`src/rtl/bytewrite_ram_arb2.sv`:
```
// bytewrite_ram_arb2
// Two-requester round-robin arbiter that serialises accesses onto one
// single-port, read-first, byte-write-enable block RAM. Responses are
// routed back to the issuing requester two cycles after acceptance,
// using a small tag pipeline that runs alongside the RAM read latency.

module bytewrite_ram_arb2 #(
    parameter int ADDR_WIDTH = 10,
    parameter int COL_WIDTH  = 8,
    parameter int NB_COL     = 4,
    parameter int CNT_WIDTH  = 16,
    localparam int DW        = NB_COL * COL_WIDTH
) (
    input  logic                    clk,
    input  logic                    rst,

    input  logic [1:0]              req_valid,
    output logic [1:0]              req_ready,
    input  logic [2*NB_COL-1:0]     req_we,
    input  logic [2*ADDR_WIDTH-1:0] req_addr,
    input  logic [2*DW-1:0]         req_di,

    output logic [1:0]              rsp_valid,
    output logic [DW-1:0]           rsp_do,

    output logic [NB_COL-1:0]       ram_we,
    output logic [ADDR_WIDTH-1:0]   ram_addr,
    output logic [DW-1:0]           ram_di,
    input  logic [DW-1:0]           ram_do,

    output logic [CNT_WIDTH-1:0]    grant_cnt0,
    output logic [CNT_WIDTH-1:0]    grant_cnt1
);

    // Requester that won the most recent accepted access (1 = requester 1).
    logic                  last_grant;

    // Combinational winner for this cycle, one-hot or zero.
    logic [1:0]            grant;
    logic [1:0]            accept;
    logic                  accept_any;
    logic                  accept_id;

    // Winner's request fields, selected by accept_id.
    logic [NB_COL-1:0]     sel_we;
    logic [ADDR_WIDTH-1:0] sel_addr;
    logic [DW-1:0]         sel_di;

    // Response tag pipeline: stage 1 aligns with the RAM sampling cycle,
    // stage 2 aligns with ram_do being valid.
    logic                  tag1_valid;
    logic                  tag1_id;
    logic                  tag2_valid;
    logic                  tag2_id;

    localparam logic [CNT_WIDTH-1:0] CNT_ONE = {{(CNT_WIDTH-1){1'b0}}, 1'b1};
    localparam logic [CNT_WIDTH-1:0] CNT_MAX = {CNT_WIDTH{1'b1}};

    // Round-robin pick: a lone requester wins; on a tie the requester that
    // was not granted last wins. Nothing is granted while reset is held.
    always_comb begin
        grant = 2'b00;
        if (!rst) begin
            unique case (req_valid)
                2'b01:   grant = 2'b01;
                2'b10:   grant = 2'b10;
                2'b11:   grant = last_grant ? 2'b01 : 2'b10;
                default: grant = 2'b00;
            endcase
        end
    end

    assign req_ready  = grant;
    assign accept     = req_valid & grant;
    assign accept_any = |accept;
    assign accept_id  = accept[1];

    // Route the winning requester's slice onto the issue-stage inputs.
    always_comb begin
        if (accept_id) begin
            sel_we   = req_we[2*NB_COL-1:NB_COL];
            sel_addr = req_addr[2*ADDR_WIDTH-1:ADDR_WIDTH];
            sel_di   = req_di[2*DW-1:DW];
        end else begin
            sel_we   = req_we[NB_COL-1:0];
            sel_addr = req_addr[ADDR_WIDTH-1:0];
            sel_di   = req_di[DW-1:0];
        end
    end

    // Remember who won last so ties alternate; only moves on acceptance.
    always_ff @(posedge clk) begin
        if (rst) begin
            last_grant <= 1'b1;
        end else if (accept_any) begin
            last_grant <= accept_id;
        end
    end

    // Issue stage: present the accepted request to the RAM one cycle later;
    // address and data hold when idle so the RAM port stays quiet.
    always_ff @(posedge clk) begin
        if (rst) begin
            ram_we   <= '0;
            ram_addr <= '0;
            ram_di   <= '0;
        end else if (accept_any) begin
            ram_we   <= sel_we;
            ram_addr <= sel_addr;
            ram_di   <= sel_di;
        end else begin
            ram_we   <= '0;
        end
    end

    // Tag pipeline tracking which requester owns the data coming out of the RAM.
    always_ff @(posedge clk) begin
        if (rst) begin
            tag1_valid <= 1'b0;
            tag1_id    <= 1'b0;
            tag2_valid <= 1'b0;
            tag2_id    <= 1'b0;
        end else begin
            tag1_valid <= accept_any;
            tag1_id    <= accept_id;
            tag2_valid <= tag1_valid;
            tag2_id    <= tag1_id;
        end
    end

    assign rsp_valid = tag2_valid ? (tag2_id ? 2'b10 : 2'b01) : 2'b00;
    assign rsp_do    = ram_do;

    // Per-requester accepted-access counters that stick at all-ones.
    always_ff @(posedge clk) begin
        if (rst) begin
            grant_cnt0 <= '0;
            grant_cnt1 <= '0;
        end else begin
            if (accept[0] && (grant_cnt0 != CNT_MAX)) begin
                grant_cnt0 <= grant_cnt0 + CNT_ONE;
            end
            if (accept[1] && (grant_cnt1 != CNT_MAX)) begin
                grant_cnt1 <= grant_cnt1 + CNT_ONE;
            end
        end
    end

endmodule

```
`config.mk`:
```
export PLATFORM = sky130hd
export DESIGN_NAME = bytewrite_ram_arb2
export DESIGN_NICKNAME = d
export VERILOG_FILES = /design/src/rtl/bytewrite_ram_arb2.sv
export SDC_FILE = /design/constraint.sdc
export NUM_CORES = 1
export LEC_CHECK = 0
export BUFFER_PORTS_ARGS = -buffer_cell sky130_fd_sc_hd__clkbuf_2
export CAP_MARGIN = 15
export CORE_MARGIN = 1.5
export CORE_UTILIZATION = 44
export CTS_CLUSTER_DIAMETER = 40
export DETAILED_ROUTE_END_ITERATION = 10
export HOLD_SLACK_MARGIN = 0.12
export PLACE_DENSITY = 0.78
export SETUP_SLACK_MARGIN = 0.05
export SYNTH_ARGS = -nofsm -noshare
export SYNTH_HDL_FRONTEND = slang
export SYNTH_SLANG_ARGS = --single-unit
```
`constraint.sdc`:
```
create_clock -name clk -period 2 [get_ports clk]
set_input_delay 0.3 -clock clk [delete_from_list [all_inputs] [get_ports clk]]
set_output_delay 0.3 -clock clk [all_outputs]
set_load 0.01 [all_outputs]
```
---- Word-level counts from Yosys, hierarchy flattened ----
Cells that the tools add are included.
storage, ports and cells
  register bits ........................... 83
  input port bits ......................... 128
operators by class
  add/sub/neg operators ................... 2
  eq/ne operators ......................... 5
  muxes and demuxes ....................... 8
  bitwise operators ....................... 2
  reduce and logical (&&, ||, !) cells .... 4
operators with widths
  operator                                                                number
  16-bit by 1-bit adder with 16-bit output (second input constant)        2
  32-bit two-way mux                                                      1
  16-bit != test (second input constant)                                  2
  10-bit two-way mux                                                      1
  2-bit two-way mux                                                       4
  2-bit one-hot mux with 3 select lines                                   1
  2-bit equality test (second input constant)                             2
  4-bit two-way mux                                                       1
  2-bit OR reduction                                                      2
  2-bit bitwise AND                                                       1
  2-bit by 1-bit equality test with 1-bit output (second input constant)  1
  1-bit logical AND                                                       2
  1-bit inverter                                                          1

---- Longest topological paths before layout ----
Gate-level depths: netlist of the first run.
  word-level depth ........................ 7
  gate-level depth with buffers ........... 8

---- Worst setup path after synthesis of the first run ----
No wires, ideal clock.
  path type ............................... reg2reg
  from .................................... register grant_cnt0[0]
  to ...................................... register grant_cnt0[13]
  library setup time ...................... 121 ps
  arrival ................................. 1727 ps
  data required time ...................... 1879 ps
  slack ................................... 152 ps
  cell stages (with the launch flop) ...... 7
  path buffers ............................ 1
  path through ............................ dfxtp_1 -> ha_1 -> and3_1 -> and4bb_4 -> buf_6 -> nor4_1 -> mux2_2
on the way
  word-level cells in the longest chain between the ends .. 2
RTL lines
  item                                                                                              line  RTL
  start: declaration                                                                                31    output logic [CNT_WIDTH-1:0] grant_cnt0,
  start signal: assignment                                                                          141   grant_cnt0 <= grant_cnt0 + CNT_ONE;
  parallel branches: the longest is 2 deep, another holds 16-bit by 1-bit adder with 16-bit output  n/a
Parallel ways; which one is timed is not known.
A chain may end at the register's enable or synchronous reset.

---- Final worst setup path of the first run ----
Same ends and word-level chain as after synthesis.

==> flow_summary.yaml, run 1 <==
outcome:
  status: "finished, violations left"
  violations: "design-rule violations"
timing:
  setup_viol: 0
  fin_skew_ns: 0.0117
  setup_tns_ns: 0
  fin_crit_ns: 1.87
  max_clock_freq_mhz: 536
  rsz0062_at_grt: "false"
  tightest_slew_ns: 0.480
  finalMaxSlewViolations: 0
  hold_viol: 0
  max_slew_margin_pct: 67.8
  holdWs_ns: 0.186
  fin_crit_sh_pct: 93.3
setup_path:
  rr_worst_depth: 5
  setup.worst_path.start: "grant_cnt0[0]"
  rrSetupSlack_ns: 0.13
  crit_chain: "ha_1, and3_1, and4bb_4, nor4_2, mux2_2"
  start_kind: "flip-flop"
  crit_slowest_cell: "dfxtp_1"
  cp.buffers_inverters: 0
  r2r_end: "grant_cnt0[13]"
  worstSetupPathType: "flip-flop to flip-flop"
  setup.worst_path.end: "grant_cnt0[13]"
  cp.required_ns: 2.23
  path_depth: 5
  crit_fanout: 21
  rr_startpoint: "grant_cnt0[0]"
  critPathArrivalTime_ns: 2.09
  crit_family: "simple AND/OR/NAND/NOR gates"
  cpPeakStageDelay_ns: 0.36
  end_kind: "flip-flop"
global_route:
  overflow: 0
  antenna_found_initial: 0
  grt_max_degree: 72
  grt_pass1_vias: 3923
  grt_pass1_wl_um: 18300
  track_usage_pct: 23.0
cts:
  cts.clk_slew.worst_paths_ns: 0.08
  clockBufferDepth: 2
  tritoncts: "done"
  root_buffer: "clkbuf_8"
  htreeDepth: 3
  cts.sinks: 83
  cts_hold_buf: 0
  clk_latency_ns: 0.34
  numCtsBuffers: 9
yosys:
  synth-edff-count: 0
  synthTopCellsByArea: "dfxtp_1 (41%), nand2_1 (9.6%), a311oi_1 (9.1%)"
  ys_ff_latch: 83
  synthCells: 481
  synth_fp_nets: 611
  synth_top_area_share_pct: 41.0
  yosysWarnings: 0
  synth_top_area_cell: "dfxtp_1"
  synth_cell_types: 51
  ys.flop_type: "dfxtp_1"
  synth-seq-area-share_pct: 41.0
  avgSynthCellArea_um2: 8.42
  async_flop_share_pct: 0
  synth_area_um2: 4050
detailed_routing:
  wl_per_cell_um: 15.9
  ant_nets: 0
  drt-vias-per-instance: 5.58
  wl_um: 11600
  drt-initial-drc-count: 99
  post-route-drc-count: 9
  num_vias: 4069
  drtPass1Iterations: 9
power:
  power.density_nw_per_um2: 735
  leakage_nw: 2.21
  vdd_drop_max_uv: 349
layout:
  areaGrowthSynthToFinish_pct: 25.1
  final_layout_size_suffix_gt1_share_pct: 36.4
  mostFrequentLayoutCell: "clkbuf_2"
  layout.nets: 746
  layout_common_cells: "clkbuf_2 (177), nand2_1 (103), dfxtp_1 (82), nor2_1 (47), a311oi_1 (42)"
  num_antenna_cells: 0
  finish.utilization_pct: 57.5
die:
  core_area_um2: 8810
  die_y_um: 98.9
  ios: 242
  die-area_um2: 9790
  die_x_um: 98.9
  start_util_pct: 46.0
  row_count: 34
worst_hold_path:
  holdCritStartpoint: "req_we[0]"
  whs_path_depth: 2
  worst_hold_path_type: "input port to flip-flop"
placement:
  gp_congestion: 0.828
  dp_hpwl_um: 8270
  port_buffers: 177
run:
  drv_cap: 0
synth_stat cells, types with 3 or more instances:
master and n:
dfxtp_1 83, clkbuf_1 14, nand4_1 5, mux2i_1 3
buf_1 7, nor2b_1 6, nor4_1 4, o31ai_1 12
o311ai_0 6, o21ai_0 5, nand2_1 104, o41ai_1 7
buf_2 6, a22o_1 4, nor2_1 47, a21oi_1 18
nand3_1 11, inv_1 5, buf_4 35, nor3_1 4
a311oi_1 42, or4_1 12, and3_1 3, nand4_2 3
cell families (layout without fill, tap and decap cells):
family,count (synthesis),after routing,synth area share (%)
adder cells (fa/ha/maj),2,2,0.618
AO/OA/AOI/OAI,98,98,18.6
multiplexers,6,6,1.58
AND/OR/NAND/NOR,222,222,28.1
flip-flops,83,83,41.0
buffers and inverters,70,210,10.1
what timing repair did:
| item | CTS | global route |
|---|---|---|
| buffers inserted | 0 | 0 |
| pin swaps | 0 | 1 |
| gates resized for setup | 2 | 2 |
| setup endpoints to repair | 1 | 7 |
| gates cloned | 0 | 1 |
where the power goes:
part           internal [mW]  total (mW)  switching [mW]
registers               1.74        1.78          0.0480
logic                  0.211       0.475           0.263
clock network          0.866        1.47           0.601
flip-flops by register name, summed over array words and instances, names as in the netlist:
register and cells:
ram_di 32, grant_cnt0 16, grant_cnt1 16, ram_addr 10
ram_we 4, last_grant 1, tag1_id 1, tag1_valid 1
tag2_id 1, tag2_valid 1
final cells by class:
cell class                 count  area, um^2
tap                          108         135
timing repair buffer         187        1000
clock buffer                  12         145
fill                         805        3740
clock inverter                 4        97.6
sequential                    83        1660
multi-input combinational    328        2000
inverter                       7        26.3
through the flow:
| step | cell area (um^2) | setup slack (ns) | total power, mW | std cells |
|---|---|---|---|---|
| 6_report | 5070 | 0.135 | 3.73 | 729 |
| 5_1_grt | 5070 | 0.0684 | 3.88 | 729 |
| 4_1_cts | 5030 | 0.117 | 3.74 | 728 |
| 3_5_place_dp | 4780 | 0.131 | 2.29 | 712 |
| 3_3_place_gp | 4780 | 0.176 | 2.28 | 712 |
| 2_1_floorplan | 4050 | 0.152 | 2.12 | 481 |
worst min-delay path by stage:
stage | end | slack, ns
6_report | ram_we[0] | 0.19
5_1_grt | ram_we[0] | 0.17
4_1_cts | ram_we[0] | 0.16
3_5_place_dp | tag2_id | 0.43
3_3_place_gp | tag2_id | 0.42
2_1_floorplan | tag2_id | 0.41
per-layer routing:
metal	share of wire, %	track usage [%]
met2	50	40.8
met3	6.4	5.96
met4	2.3	10.5
met1	41	25.6
met5	0	0
No activity file was read; power rests on OpenSTA's default activity.
==> run 2, diff against run 1 <==
RECOVER_POWER = 50   (was unset)
==> flow_summary.yaml, run 2 (same netlist as run 1, synthesis figures left out) <==
timing:
  setup_tns_ns: 0
  fin_skew_ns: 0.00898
  hold_viol: 0
  setup_viol: 0
  max_clock_freq_mhz: 539
  fin_crit_sh_pct: 92.7
  fin_crit_ns: 1.85
  tightest_slew_ns: 1.51
  finalMaxSlewViolations: 33
  setup_ws_ns: 0.145
  max_slew_margin_pct: -0.354
  rsz0062_at_grt: "false"
  holdWs_ns: 0.182
power:
  vdd_drop_max_uv: 351
  power.total_mw: 3.70
  power.density_nw_per_um2: 742
  leakage_nw: 2.02
setup_path:
  critPathArrivalTime_ns: 2.08
  end_kind: "flip-flop"
  crit_fanout: 21
  setup.worst_path.start: "grant_cnt0[0]"
  start_kind: "flip-flop"
  rr_startpoint: "grant_cnt0[0]"
  worstSetupPathType: "flip-flop to flip-flop"
  cp.required_ns: 2.22
die:
  die-area_um2: 9790
  die_x_um: 98.9
  core_area_um2: 8810
  start_util_pct: 46.0
  ios: 242
  row_count: 34
  die_y_um: 98.9
cts:
  htreeDepth: 3
  cts.clk_slew.worst_paths_ns: 0.08
  post-cts-setup-buffers: 0
  clk_latency_ns: 0.34
  tritoncts: "done"
  clockBufferDepth: 2
  root_buffer: "clkbuf_8"
  numCtsBuffers: 9
  cts.sinks: 83
layout:
  mostFrequentLayoutCell: "clkbuf_2"
  layout.nets: 746
  nFillCells: 852
  finish.utilization_pct: 56.6
  largest_reg_flops: 32
  final_cell_area_um2: 4980
  final_layout_size_suffix_gt1_share_pct: 27.1
  top_regs: "ram_di x32, grant_cnt0 x16, grant_cnt1 x16"
  layout_common_cells: "clkbuf_2 (123), nand2_1 (104), dfxtp_1 (82), clkbuf_1 (59), nor2_1 (47)"
  stdcell_count: 729
  num_antenna_cells: 0
  areaGrowthSynthToFinish_pct: 23.1
  regMostFlops: "ram_di"
placement:
  dp_hpwl_um: 8270
  gp_congestion: 0.828
  place_ws_ns: 0.131
  dp_cells: 712
  port_buffers: 177
  place_area_um2: 4780
global_route:
  grt_pass1_wl_um: 18300
  overflow: 0
  grt_max_degree: 72
  grt_pass1_vias: 3923
  track_usage_pct: 23.0
  antenna_found_initial: 0
worst_hold_path:
  holdCritStartpoint: "req_we[0]"
  worst_hold_path_type: "input port to flip-flop"
detailed_routing:
  drtPass1Iterations: 10
  ant_nets: 0
  wl_um: 11600
  drt-initial-drc-count: 88
  wl_per_cell_um: 15.9
  post-route-drc-count: 9
  num_vias: 4078
  drt-vias-per-instance: 5.59
outcome:
  violations: "design-rule violations, max-capacitance violations, max-slew violations"
  status: "finished, violations left"
run:
  drv_cap: 1
run 2: final cells by class:
cell class                      instances  area [um^2]  area share (%)
Multi-Input combinational cell        328         1990            40.0
Clock buffer                           12          145            2.91
Timing Repair Buffer                  187          925            18.5
Sequential cell                        83         1660            33.4
Inverter                                7         26.3           0.527
Clock inverter                          4         97.6            1.96
Tap cell                              108          135            2.71
run 2: worst max-delay path: stages, from the launching register on:
cell      delay, ns
dfxtp_1        0.35
ha_1           0.23
and3_1         0.21
and4bb_4       0.28
nor4_2         0.30
mux2_2         0.36
run 2: final timing paths:
path	slack (ns)	end	cells after the start
min reg2reg	0.44	tag2_id	1
min	0.18	ram_we[0]	2
max	0.15	grant_cnt0[13]	5
max reg2reg	0.15	grant_cnt0[13]	5
run 2: what timing repair did:
item	4_1_cts	5_1_grt
gates resized for setup	2	2
cloned	0	1
pin swaps	0	1
setup endpoints to repair	1	7
hold buffers	0	0
run 2: power by group:
part	internal, mW	switching (mW)	total [mW]
clock network	0.866	0.596	1.46
registers	1.74	0.0470	1.78
logic	0.191	0.262	0.453
total	2.79	0.905	3.70
run 2: per-layer routing:
layer | global-route usage, % | part of all wire [%]
met5 | 0 | 0
met4 | 10.5 | 2.3
met3 | 5.96 | 7.1
met2 | 40.8 | 51
met1 | 25.6 | 40
==> run 3, diff against run 2 <==
BUFFER_PORTS_ARGS = unset   (was -buffer_cell sky130_fd_sc_hd__clkbuf_2)
CORE_UTILIZATION = 50   (was 44)
DONT_BUFFER_PORTS = 1   (was unset)
PLACE_DENSITY = unset   (was 0.78)
==> flow_summary.yaml, run 3 (same netlist as run 1, synthesis figures left out) <==
detailed_routing:
  wl_um: 11400
  drt-vias-per-instance: 6.06
  num_vias: 3786
  drt-initial-drc-count: 133
  drtPass1Iterations: 5
  post-route-drc-count: 0
  ant_nets: 0
  wl_per_cell_um: 18.2
layout:
  finish.utilization_pct: 63.9
  areaGrowthSynthToFinish_pct: 22.6
  mostFrequentLayoutCell: "nand2_1"
  nFillCells: 664
  largest_reg_flops: 32
  stdcell_count: 625
  top_regs: "ram_di x32, grant_cnt0 x16, grant_cnt1 x16"
  final_cell_area_um2: 4960
  num_antenna_cells: 0
  regMostFlops: "ram_di"
  regArea_um2: 1660
  final_layout_size_suffix_gt1_share_pct: 9.75
  layout.nets: 649
  layout_common_cells: "nand2_1 (103), dfxtp_1 (83), dlygate4sd3_1 (75), nor2_1 (47), a311oi_1 (42)"
  multi_input_area_um2: 2000
timing:
  fin_skew_ns: 0.0133
  fin_crit_sh_pct: 92.4
  setup_tns_ns: 0
  rsz0062_at_grt: "false"
  setup_viol: 0
  hold_viol: 0
  max_clock_freq_mhz: 541
  tightest_slew_ns: 0.492
  fin_crit_ns: 1.85
  finalMaxSlewViolations: 0
  max_slew_margin_pct: 67.0
setup_path:
  cpPeakStageDelay_ns: 0.55
  cp.required_ns: 2.24
  crit_chain: "nand2b_2, nand2_4, inv_4, buf_12, a22o_1, dlygate4sd3_1"
  crit_slowest_cell: "dlygate4sd3_1"
  critPathArrivalTime_ns: 2.08
  start_kind: "flip-flop"
  worstSetupPathType: "flip-flop to flip-flop"
  crit_fanout: 37
  end_kind: "flip-flop"
outcome:
  status: "finished, final reports clean"
global_route:
  overflow: 0
  track_usage_pct: 25.4
  grt_pass1_wl_um: 17400
  grt_max_degree: 64
  grt_pass1_vias: 3484
  antenna_found_initial: 0
run:
  drv_cap: 0
placement:
  port_buffers: 0
  dp_hpwl_um: 6840
  place_area_um2: 3930
  dp_cells: 534
  gp_congestion: 0.770
cts:
  htreeDepth: 3
  post-cts-setup-buffers: 0
  root_buffer: "clkbuf_8"
  clockBufferDepth: 2
  numCtsBuffers: 9
  cts.sinks: 83
  tritoncts: "done"
  cts.clk_slew.worst_paths_ns: 0.09
  clk_latency_ns: 0.35
power:
  power.total_mw: 3.72
  vdd_drop_max_uv: 435
  leakage_nw: 1.79
  power.density_nw_per_um2: 750
die:
  die_y_um: 93
  start_util_pct: 52.1
  die-area_um2: 8650
  row_count: 32
  core_area_um2: 7770
  ios: 242
  die_x_um: 93
worst_hold_path:
  worst_hold_path_type: "input port to flip-flop"
==> run 3: critical path, delay by kind of cell (launching register included) <==
kind,cells,cell delay [ns]
buffers and inverters,3,0.82
DFF,1,0.32
AOI/OAI and AO/OA,1,0.25
and+or+nand+nor,2,0.34
==> run 3: path summary, 6_finish.rpt <==
path                      from     endpoint  slack (ns)  cells past startpoint
setup / recovery    last_grant    ram_we[1]        0.15                      6
hold / removal    req_addr[18]  ram_addr[8]        0.13                      2
setup reg to reg    last_grant    ram_we[1]        0.15                      6
hold reg to reg        tag1_id      tag2_id        0.44                      1
==> run 3: area by class of cell <==
cell class              count  area share [%]
inverters                   7           0.580
flip-flops and latches     83            33.5
repair buffers             90            18.1
well taps                 102            2.57
clock buffers              11            3.05
multi-input cells         328            40.3
clock inverters             4            1.97
==> run 3: per-layer routing <==
metal / wire, um / track usage [%] / up-vias
li1: - / - / 1794
met3: 935 / 8.37 / 25
met5: 0 / 0 / -
met4: 278 / 11.2 / 0
met1: 4380 / 29.4 / 1777
met2: 5780 / 42.5 / 190
==> run 3: power breakdown <==
part	internal (mW)	total, mW	switching [mW]
logic	0.197	0.391	0.194
clock network	0.892	1.50	0.613
registers	1.74	1.83	0.0917
==> run 3: metrics by stage <==
step / hold slack [ns] / worst slack, ns
after floorplan: 0.414 / 0.152
after global placement: 0.377 / 0.208
after detailed placement: 0.376 / 0.148
after CTS: 0.122 / 0.0882
after global routing: 0.121 / 0.0585
final: 0.133 / 0.153
==> run 3: repair_timing <==
action | CTS | global route
endpoints found under the hold margin | 68 | 2
setup endpoints to repair | 0 | 2
resized for setup | 0 | 5
hold buffers | 74 | 2
